### config.mk
export PLATFORM = sky130hd
export DESIGN_NAME = instr_fetch_unit
export DESIGN_NICKNAME = d
export VERILOG_FILES = /design/src/rtl/mips16_pkg.sv /design/src/rtl/fetch_skid_buffer.sv /design/src/rtl/instr_fetch_unit.sv
export SDC_FILE = /design/constraint.sdc
export NUM_CORES = 1
export LEC_CHECK = 0
export ABC_AREA = 1
export BUFFER_PORTS_ARGS = -buffer_cell sky130_fd_sc_hd__buf_2
export CAP_MARGIN = 15
export CORE_UTILIZATION = 55
export DETAILED_ROUTE_END_ITERATION = 7
export PLACE_DENSITY = 0.84
export SKIP_CTS_REPAIR_TIMING = 1
export SLEW_MARGIN = 0
export SYNTH_ARGS = -nofsm -noshare
export SYNTH_HDL_FRONTEND = slang
export SYNTH_SLANG_ARGS = --single-unit
### constraint.sdc
create_clock -name clock -period 3.45 [get_ports clock]
set_input_delay 0.1725 -clock clock [delete_from_list [all_inputs] [get_ports clock]]
set_output_delay 0.1725 -clock clock [all_outputs]
set_load 0.01 [all_outputs]
### src/rtl/mips16_pkg.sv
// Shared definitions for the 16-bit MIPS datapath: widths, fetch state and opcode field.
package mips16_pkg;

    localparam int ADDR_W  = 16;
    localparam int INSTR_W = 32;

    localparam int OPC_HI = 31;
    localparam int OPC_LO = 26;

    typedef enum logic {
        FETCH,
        HALTED
    } fetch_state_t;

    function automatic logic [OPC_HI-OPC_LO:0] opcode_of(input logic [INSTR_W-1:0] instr);
        return instr[OPC_HI:OPC_LO];
    endfunction

endpackage

### src/rtl/fetch_skid_buffer.sv
// Two-entry FIFO of {instr, pc} between the instruction memory and decode.
module fetch_skid_buffer #(
    parameter int INSTR_W = 32,
    parameter int ADDR_W  = 16
) (
    input  logic               clock,
    input  logic               reset_n,
    input  logic               push,
    input  logic [INSTR_W-1:0] push_instr,
    input  logic [ADDR_W-1:0]  push_pc,
    input  logic               pop,
    input  logic               flush,
    output logic [INSTR_W-1:0] head_instr,
    output logic [ADDR_W-1:0]  head_pc,
    output logic [1:0]         count
);

    logic [INSTR_W-1:0] instr_q [2];
    logic [ADDR_W-1:0]  pc_q    [2];
    logic               wr_ptr;
    logic               rd_ptr;

    // Flush only rewinds the pointers; stale entry data is harmless once count is zero.
    always_ff @(posedge clock or negedge reset_n) begin
        if (!reset_n) begin
            for (int i = 0; i < 2; i++) begin
                instr_q[i] <= '0;
                pc_q[i]    <= '0;
            end
            wr_ptr <= 1'b0;
            rd_ptr <= 1'b0;
            count  <= 2'd0;
        end else if (flush) begin
            wr_ptr <= 1'b0;
            rd_ptr <= 1'b0;
            count  <= 2'd0;
        end else begin
            if (push) begin
                instr_q[wr_ptr] <= push_instr;
                pc_q[wr_ptr]    <= push_pc;
                wr_ptr          <= ~wr_ptr;
            end
            if (pop) begin
                rd_ptr <= ~rd_ptr;
            end
            count <= count + {1'b0, push} - {1'b0, pop};
        end
    end

    assign head_instr = instr_q[rd_ptr];
    assign head_pc    = pc_q[rd_ptr];

endmodule

### src/rtl/instr_fetch_unit.sv
// Fetch stage: owns the PC, reads a 1-cycle synchronous instruction memory and
// feeds decode through a 2-entry buffer, honouring downstream redirects.
module instr_fetch_unit #(
    parameter int ADDR_W      = mips16_pkg::ADDR_W,
    parameter int INSTR_W     = mips16_pkg::INSTR_W,
    parameter int INSTR_COUNT = 16,
    parameter int RESET_PC    = 0
) (
    input  logic               clock,
    input  logic               reset_n,
    output logic               imem_en,
    output logic [ADDR_W-1:0]  imem_addr,
    input  logic [INSTR_W-1:0] imem_data,
    output logic               out_valid,
    input  logic               out_ready,
    output logic [INSTR_W-1:0] out_instr,
    output logic [ADDR_W-1:0]  out_pc,
    output logic [ADDR_W-1:0]  out_next_pc,
    input  logic               redirect_valid,
    input  logic [ADDR_W-1:0]  redirect_pc,
    output logic               done
);

    import mips16_pkg::*;

    // One extra bit so that INSTR_COUNT == 2^ADDR_W is never reached by a wrapping PC.
    localparam logic [ADDR_W:0] END_PC = (ADDR_W+1)'(INSTR_COUNT);

    fetch_state_t       state;
    fetch_state_t       next_state;
    logic [ADDR_W-1:0]  pc;
    logic [ADDR_W-1:0]  pc_inc;
    logic [ADDR_W-1:0]  inflight_pc;
    logic               inflight;
    logic               issue;
    logic               push;
    logic               pop;
    logic               redirect_halts;
    logic [2:0]         occupancy;
    logic [1:0]         count;
    logic [1:0]         next_count;
    logic [INSTR_W-1:0] head_instr;
    logic [ADDR_W-1:0]  head_pc;

    assign out_valid      = (count != 2'd0) & !redirect_valid;
    assign pop            = out_valid & out_ready;
    assign occupancy      = {1'b0, count} + {2'b00, inflight} - {2'b00, pop};
    assign issue          = (state == FETCH) & !redirect_valid & (occupancy < 3'd2);
    assign imem_en        = issue & reset_n;
    assign imem_addr      = pc;
    assign push           = inflight & !redirect_valid;
    assign pc_inc         = pc + ADDR_W'(1);
    assign redirect_halts = ({1'b0, redirect_pc} >= END_PC);
    assign next_count     = redirect_valid ? 2'd0 : count + {1'b0, push} - {1'b0, pop};

    assign out_instr   = head_instr;
    assign out_pc      = head_pc;
    assign out_next_pc = (count != 2'd0) ? head_pc + ADDR_W'(1) : '0;

    always_comb begin
        next_state = state;
        if (redirect_valid) begin
            next_state = redirect_halts ? HALTED : FETCH;
        end else if (issue && ({1'b0, pc_inc} == END_PC)) begin
            next_state = HALTED;
        end
    end

    // done is computed from next-cycle values so it tracks a redirect with one cycle of delay.
    always_ff @(posedge clock or negedge reset_n) begin
        if (!reset_n) begin
            state       <= FETCH;
            pc          <= ADDR_W'(RESET_PC);
            inflight    <= 1'b0;
            inflight_pc <= '0;
            done        <= 1'b0;
        end else begin
            state    <= next_state;
            inflight <= issue;
            done     <= (next_state == HALTED) & (next_count == 2'd0) & !issue;
            if (issue) begin
                inflight_pc <= pc;
            end
            if (redirect_valid) begin
                pc <= redirect_pc;
            end else if (issue) begin
                pc <= pc_inc;
            end
        end
    end

    fetch_skid_buffer #(
        .INSTR_W(INSTR_W),
        .ADDR_W (ADDR_W)
    ) u_buffer (
        .clock     (clock),
        .reset_n   (reset_n),
        .push      (push),
        .push_instr(imem_data),
        .push_pc   (inflight_pc),
        .pop       (pop),
        .flush     (redirect_valid),
        .head_instr(head_instr),
        .head_pc   (head_pc),
        .count     (count)
    );

endmodule

# After elaboration in Yosys (flattened, before gate mapping)
# Cells that the tools add are included.
# Widths: inputs -> output; s select.
# totals
regBits,135
# classes
magnitude_cmp,5
n_reduce_logical,10
muxes,23
eq_ne,1
n_addsub,6
n_bitwise,14
# ops
cell,n
$mux 32,4
$mux 16,7
$bwmux 64,1
$add 16x1->16 const B,2
$bwmux 32,1
$demux 32 s1,1
$demux 16 s1,1
$eq 16x5->1 const B,1
$ge 16x5->1 const B,1
$and 1x1->1,8
$reduce_bool 2->1,4
$mux 1,7
$ge 2x2->1 const B,2
$not 1->1,4
$not 1->2,2
$add 2x1->3,1
$lt 3x2->1 const B,1
$sub 3x1->3,1
$add 2x1->2,1
$logic_and 1x1->1,2
$logic_not 1->1,2
$logic_not 2->1,1
$lt 2x1->1 const B,1
$mux 2,1
2 further kinds,2

# Logic depth before layout (Yosys ltp)
# logic_depth
ltp_word,11
ltp_mapped,20

# By module
# From an unflattened synthesis, not the netlist that was laid out.
# hier_totals
hier_cells,768
hier_area_um2,6727.7
# by_module_without_submodules
module,area_per_inst_um2,instances,cells_each
fetch_skid_buffer,4365.4,1,436
instr_fetch_unit,2362.3,1,332

# Least setup slack after synthesis
# Ideal clock, no wire load.
# synth_timing
path_kind,reg-to-reg
from,register u_buffer.count[1]
to,register done
n_path_buf,0
path_slack_ps,587
arrival_ps,2792
path_stages_with_launch,19
setup_ps,71
period_less_slack_ps,2863
cell_sequence,dfrtp_1 -> nor2_1 -> nor2_1 -> nand2_1 -> inv_1 -> ha_1 -> inv_1 -> nand2_1 -> fa_1 -> nand2_1 -> nor2_2 -> nand3_1 -> nor2_1 -> nand3_1 -> nor2_1 -> nand2_1 -> nand2_1 -> nand2_1 -> nor2_1
# synth_between
elab_chain_cells,11
elab_cells_between_ends,17
# synth_rtl
element,line,text
start: declaration,fetch_skid_buffer.sv:15,output logic [1:0] count
start signal: assignment,fetch_skid_buffer.sv:46,"count <= count + {1'b0, push} - {1'b0, pop};"
$reduce_bool 2->1 *,instr_fetch_unit.sv:45,assign out_valid = (count != 2'd0) & !redirect_valid;
$and 1x1->1 *,instr_fetch_unit.sv:45,
via out_valid,instr_fetch_unit.sv:14,"output logic out_valid,"
$and 1x1->1 *,instr_fetch_unit.sv:46,assign pop = out_valid & out_ready;
$sub 3x1->3,instr_fetch_unit.sv:47,"assign occupancy = {1'b0, count} + {2'b00, inflight} - {2'b00, pop};"
$lt 3x2->1,instr_fetch_unit.sv:48,assign issue = (state == FETCH) & !redirect_valid & (occupancy < 3'd2);
$and 1x1->1,instr_fetch_unit.sv:48,
$logic_and 1x1->1,instr_fetch_unit.sv:64,"end else if (issue && ({1'b0, pc_inc} == END_PC)) begin"
$mux 1,instr_fetch_unit.sv:64,
$mux 1,instr_fetch_unit.sv:62,if (redirect_valid) begin
$and 1x1->1,instr_fetch_unit.sv:80,done <= (next_state == HALTED) & (next_count == 2'd0) & !issue;
$and 1x1->1 *,instr_fetch_unit.sv:80,
end signal: assignment,instr_fetch_unit.sv:80,
end: declaration,instr_fetch_unit.sv:21,output logic done
# Mark *: on every way through the listed nets, which the timed path passes. The rest lies on a longest branch.
# A chain may end at the register's enable or synchronous reset.

# Worst setup path after layout
# layout_timing
from,register u_buffer.count[1]
to,output imem_en
# layout_between
elab_chain_cells,7
elab_cells_between_ends,8
# layout_rtl
element,line,text
$reduce_bool 2->1,instr_fetch_unit.sv:45,
$and 1x1->1,instr_fetch_unit.sv:45,
$and 1x1->1,instr_fetch_unit.sv:46,
$sub 3x1->3 *,instr_fetch_unit.sv:47,
$lt 3x2->1 *,instr_fetch_unit.sv:48,
$and 1x1->1 *,instr_fetch_unit.sv:48,
$and 1x1->1 *,instr_fetch_unit.sv:49,assign imem_en = issue & reset_n;
end: declaration,instr_fetch_unit.sv:11,"output logic imem_en,"
# Mark *: on every way between the ends. The rest lies on a longest branch, timed or not.

==> impl_metrics.toml <==
[placement]
globalplace.congestion = 0.893
dp_slack_ps = 569
place_inst = 1036
dp_hpwl_microns = 10100
numPortBuffers = 134

[yosys]
synth_nets = 841
yosys_warnings = 0
yosysUniqueCellTypes = 39
ys_ff_latch = 135
avgSynthCellArea_sq_um = 8.45
ys_seq_area_share_pct = 51.0
synthCells = 783
synth_area_sq_um = 6620

[floorplanning]
start_util_pct = 57.2
ios = 135
die-area_sq_um = 12500
rows = 39
die_height_microns = 112
die_w_microns = 112
core_region_area_sq_um = 11600

[clock_network]
htreeDepth = 4
clock_path_buffers = 2
root_buffer = "clkbuf_16"
cts_sinks = 135
cts_tree = "built"
clock_latency_ps = 420
cts.clk_slew.worst_paths_ps = 60
cts_buffers = 17

[drt]
drc = 8
routedWlPerCell_microns = 13.7
vias = 5613
drt_pass1_iterations = 7
drt-total-wl_microns = 14700
vias_per_cell = 5.23
drt_iter0_markers = 388
ant_nets = 0

[setup_path]
crit_arrival_ps = 3010
cp_num_buf_inv = 4
cp-start-kind = "register"
cpLargestDelayFamily = "simple AND/OR/NAND/NOR gates"
worst_path_max_delay_cell = "fa_1"
required_ps = 3280
crit_fanout = 8
critPathMaxStageDelay_ps = 520
path_cells = "nor2_1 -> nor2_1 -> nand2_1 -> inv_1 -> ha_1 -> inv_1 -> nand2_1 -> fa_1 -> nand2_1 -> nor2_2 -> inv_1 -> nor2_1 -> buf_2"
critPathKind = "register to output port"
cp-end-kind = "output port"

[power]
static-leakage-power_uw = 0.00418
power_density_nw_per_um2 = 497
total_power_uw = 3990
ir_drop_mv = 0.440

[sta]
relSlewSlack_pct = 43.0
post-route-period-util_pct = 92.2
setup_tns_ps = 0
rsz0062_at_grt = "false"
hold_ws_ps = -1.15
finalSetupViolCount = 0
fin_skew_ps = 6.28
drv_slew = 0
worst_pin_slew_ps = 851
max_freq_mhz = 315
period_needed_ps = 3180
fin_ws_ps = 271
hold_violations = 1

[finish]
layout_commonest_cell = "nand2_1"
layout-area-overhead-vs-synth_pct = 21.4
layout.cells.non_filler = 1073
drive_above_1_share_pct = 25.7
final_net_count = 975
n_antenna_cell = 0
fillers = 934
final_cell_mix = "206 x nand2_1, 134 x dfrtp_1, 133 x buf_2"

[global_routing]
grt_pass1_wl_microns = 24900
antenna_found_initial = 0
grt_usage_pct = 25.2
grt-ovfl-total = 0
first_global_vias = 5176
grt_max_degree = 119

[outcome]
failed_checks = "design-rule violations, negative hold slack"
outcome = "finished, violations left"

[min_path]
hold_class = "input port to register"

[run]
maxCapViolCount = 0
==> state kept, by name, summed over array words and instances (netlist names), 2 cells and up <==
signal	count
inflight_pc	16
u_buffer.instr_q	64
imem_addr	16
u_buffer.count	2
u_buffer.pc_q	32
==> metrics by stage <==
step / instance area, sq um / util (%)
3_5_place_dp: 7400 / 64.0
2_1_floorplan: 6620 / -
5_1_grt: 8040 / 69.5
4_1_cts: 7990 / 69.1
3_3_place_gp: 7400 / 64.0
6_report: 8040 / 69.5
==> Yosys cell counts <==
cell type	count	area share, %
mux2i_1	1	0.15
o21ai_2	5	0.66
inv_2	4	0.23
buf_1	3	0.17
nor4_1	2	0.19
fa_1	1	0.30
nor3_4	1	0.25
mux2_2	33	5.6
dfrtp_1	135	51
nand2_1	208	12
o21ai_0	125	9.5
buf_2	5	0.38
nor2_2	6	0.57
ha_1	5	0.95
nor3_1	6	0.45
buf_4	2	0.23
o31ai_1	1	0.11
o21bai_1	1	0.11
nand3_1	19	1.4
nand2_2	6	0.57
o21ai_4	3	0.74
o21a_1	2	0.23
o211ai_1	8	0.91
nor2_1	36	2.0
inv_1	105	6.0
buf_12	1	0.30
o311ai_0	1	0.13
buf_6	1	0.17
and2_1	1	0.095
nand4_1	8	0.76
o221ai_1	3	0.40
clkbuf_1	22	1.2
nand2_4	2	0.34
a2bb2oi_1	1	0.13
xor2_1	3	0.40
xnor2_1	1	0.13
a21oi_1	11	0.83
nor2_4	2	0.34
o21ai_1	3	0.23
==> power by group <==
| part | leakage (uW) | total, uW | switching (uW) | internal, uW |
|---|---|---|---|---|
| clock | 0.000292 | 1770 | 635 | 1130 |
| combinational | 0.00211 | 457 | 274 | 183 |
| sequential | 0.00178 | 1770 | 74.3 | 1700 |
| total | 0.00418 | 3990 | 983 | 3010 |
==> area by class of cell <==
cell class	count	area, sq um	share of cell area, %
Sequential cell	135	3380	42.1
Multi-Input combinational cell	505	2670	33.3
Timing Repair Buffer	149	811	10.1
Clock buffer	23	488	6.07
Clock inverter	9	97.6	1.21
Inverter	109	409	5.09
Tap cell	143	179	2.23
==> worst register-to-register path, stage by stage, from the launching register on <==
cell and delay [ps]:
dfrtp_1 420, nor2_1 200, nor2_1 80, nand2_1 110, inv_1 60, ha_1 260
inv_1 80, nand2_1 80, fa_1 520, nand2_1 60, nor2_2 260, nor2_1 160
inv_1 320, o221ai_1 170
==> layer usage <==
metal | global-route usage, % | up-vias | share of wire (%)
met2 | 38.3 | 171 | 48
met3 | 6.10 | 22 | 5.0
met4 | 9.37 | 0 | 1.8
met5 | 0 | - | 0
li1 | - | 2787 | -
met1 | 35.4 | 2633 | 45
==> cell families after synthesis <==
logic type                 after synthesis  share of synthesized area [%]
AOI/OAI and AO/OA                      164                           13.9
xor gates and xnor gates                 4                          0.529
adders and majority gates                6                           1.25
buffers and inverters                  143                           8.67
DFF                                    135                           51.0
muxes                                   34                           5.76
and+or+nand+nor                        297                           18.8
==> final timing paths <==
| path | from | endpoint | slack (ps) | cells after the start |
|---|---|---|---|---|
| max in group asynchronous | reset_n | u_buffer.rd_ptr | 2360 | 3 |
| min in group asynchronous | reset_n | done | 180 | 2 |
| setup / recovery | u_buffer.count[1] | imem_en | 270 | 13 |
| hold / removal | redirect_pc[7] | imem_addr[7] | -1 | 3 |
| hold reg to reg | u_buffer.pc_q[22] | u_buffer.pc_q[22] | 480 | 2 |
| setup reg to reg | u_buffer.count[1] | imem_addr[15] | 550 | 13 |
(Power assumes the default switching activity.)
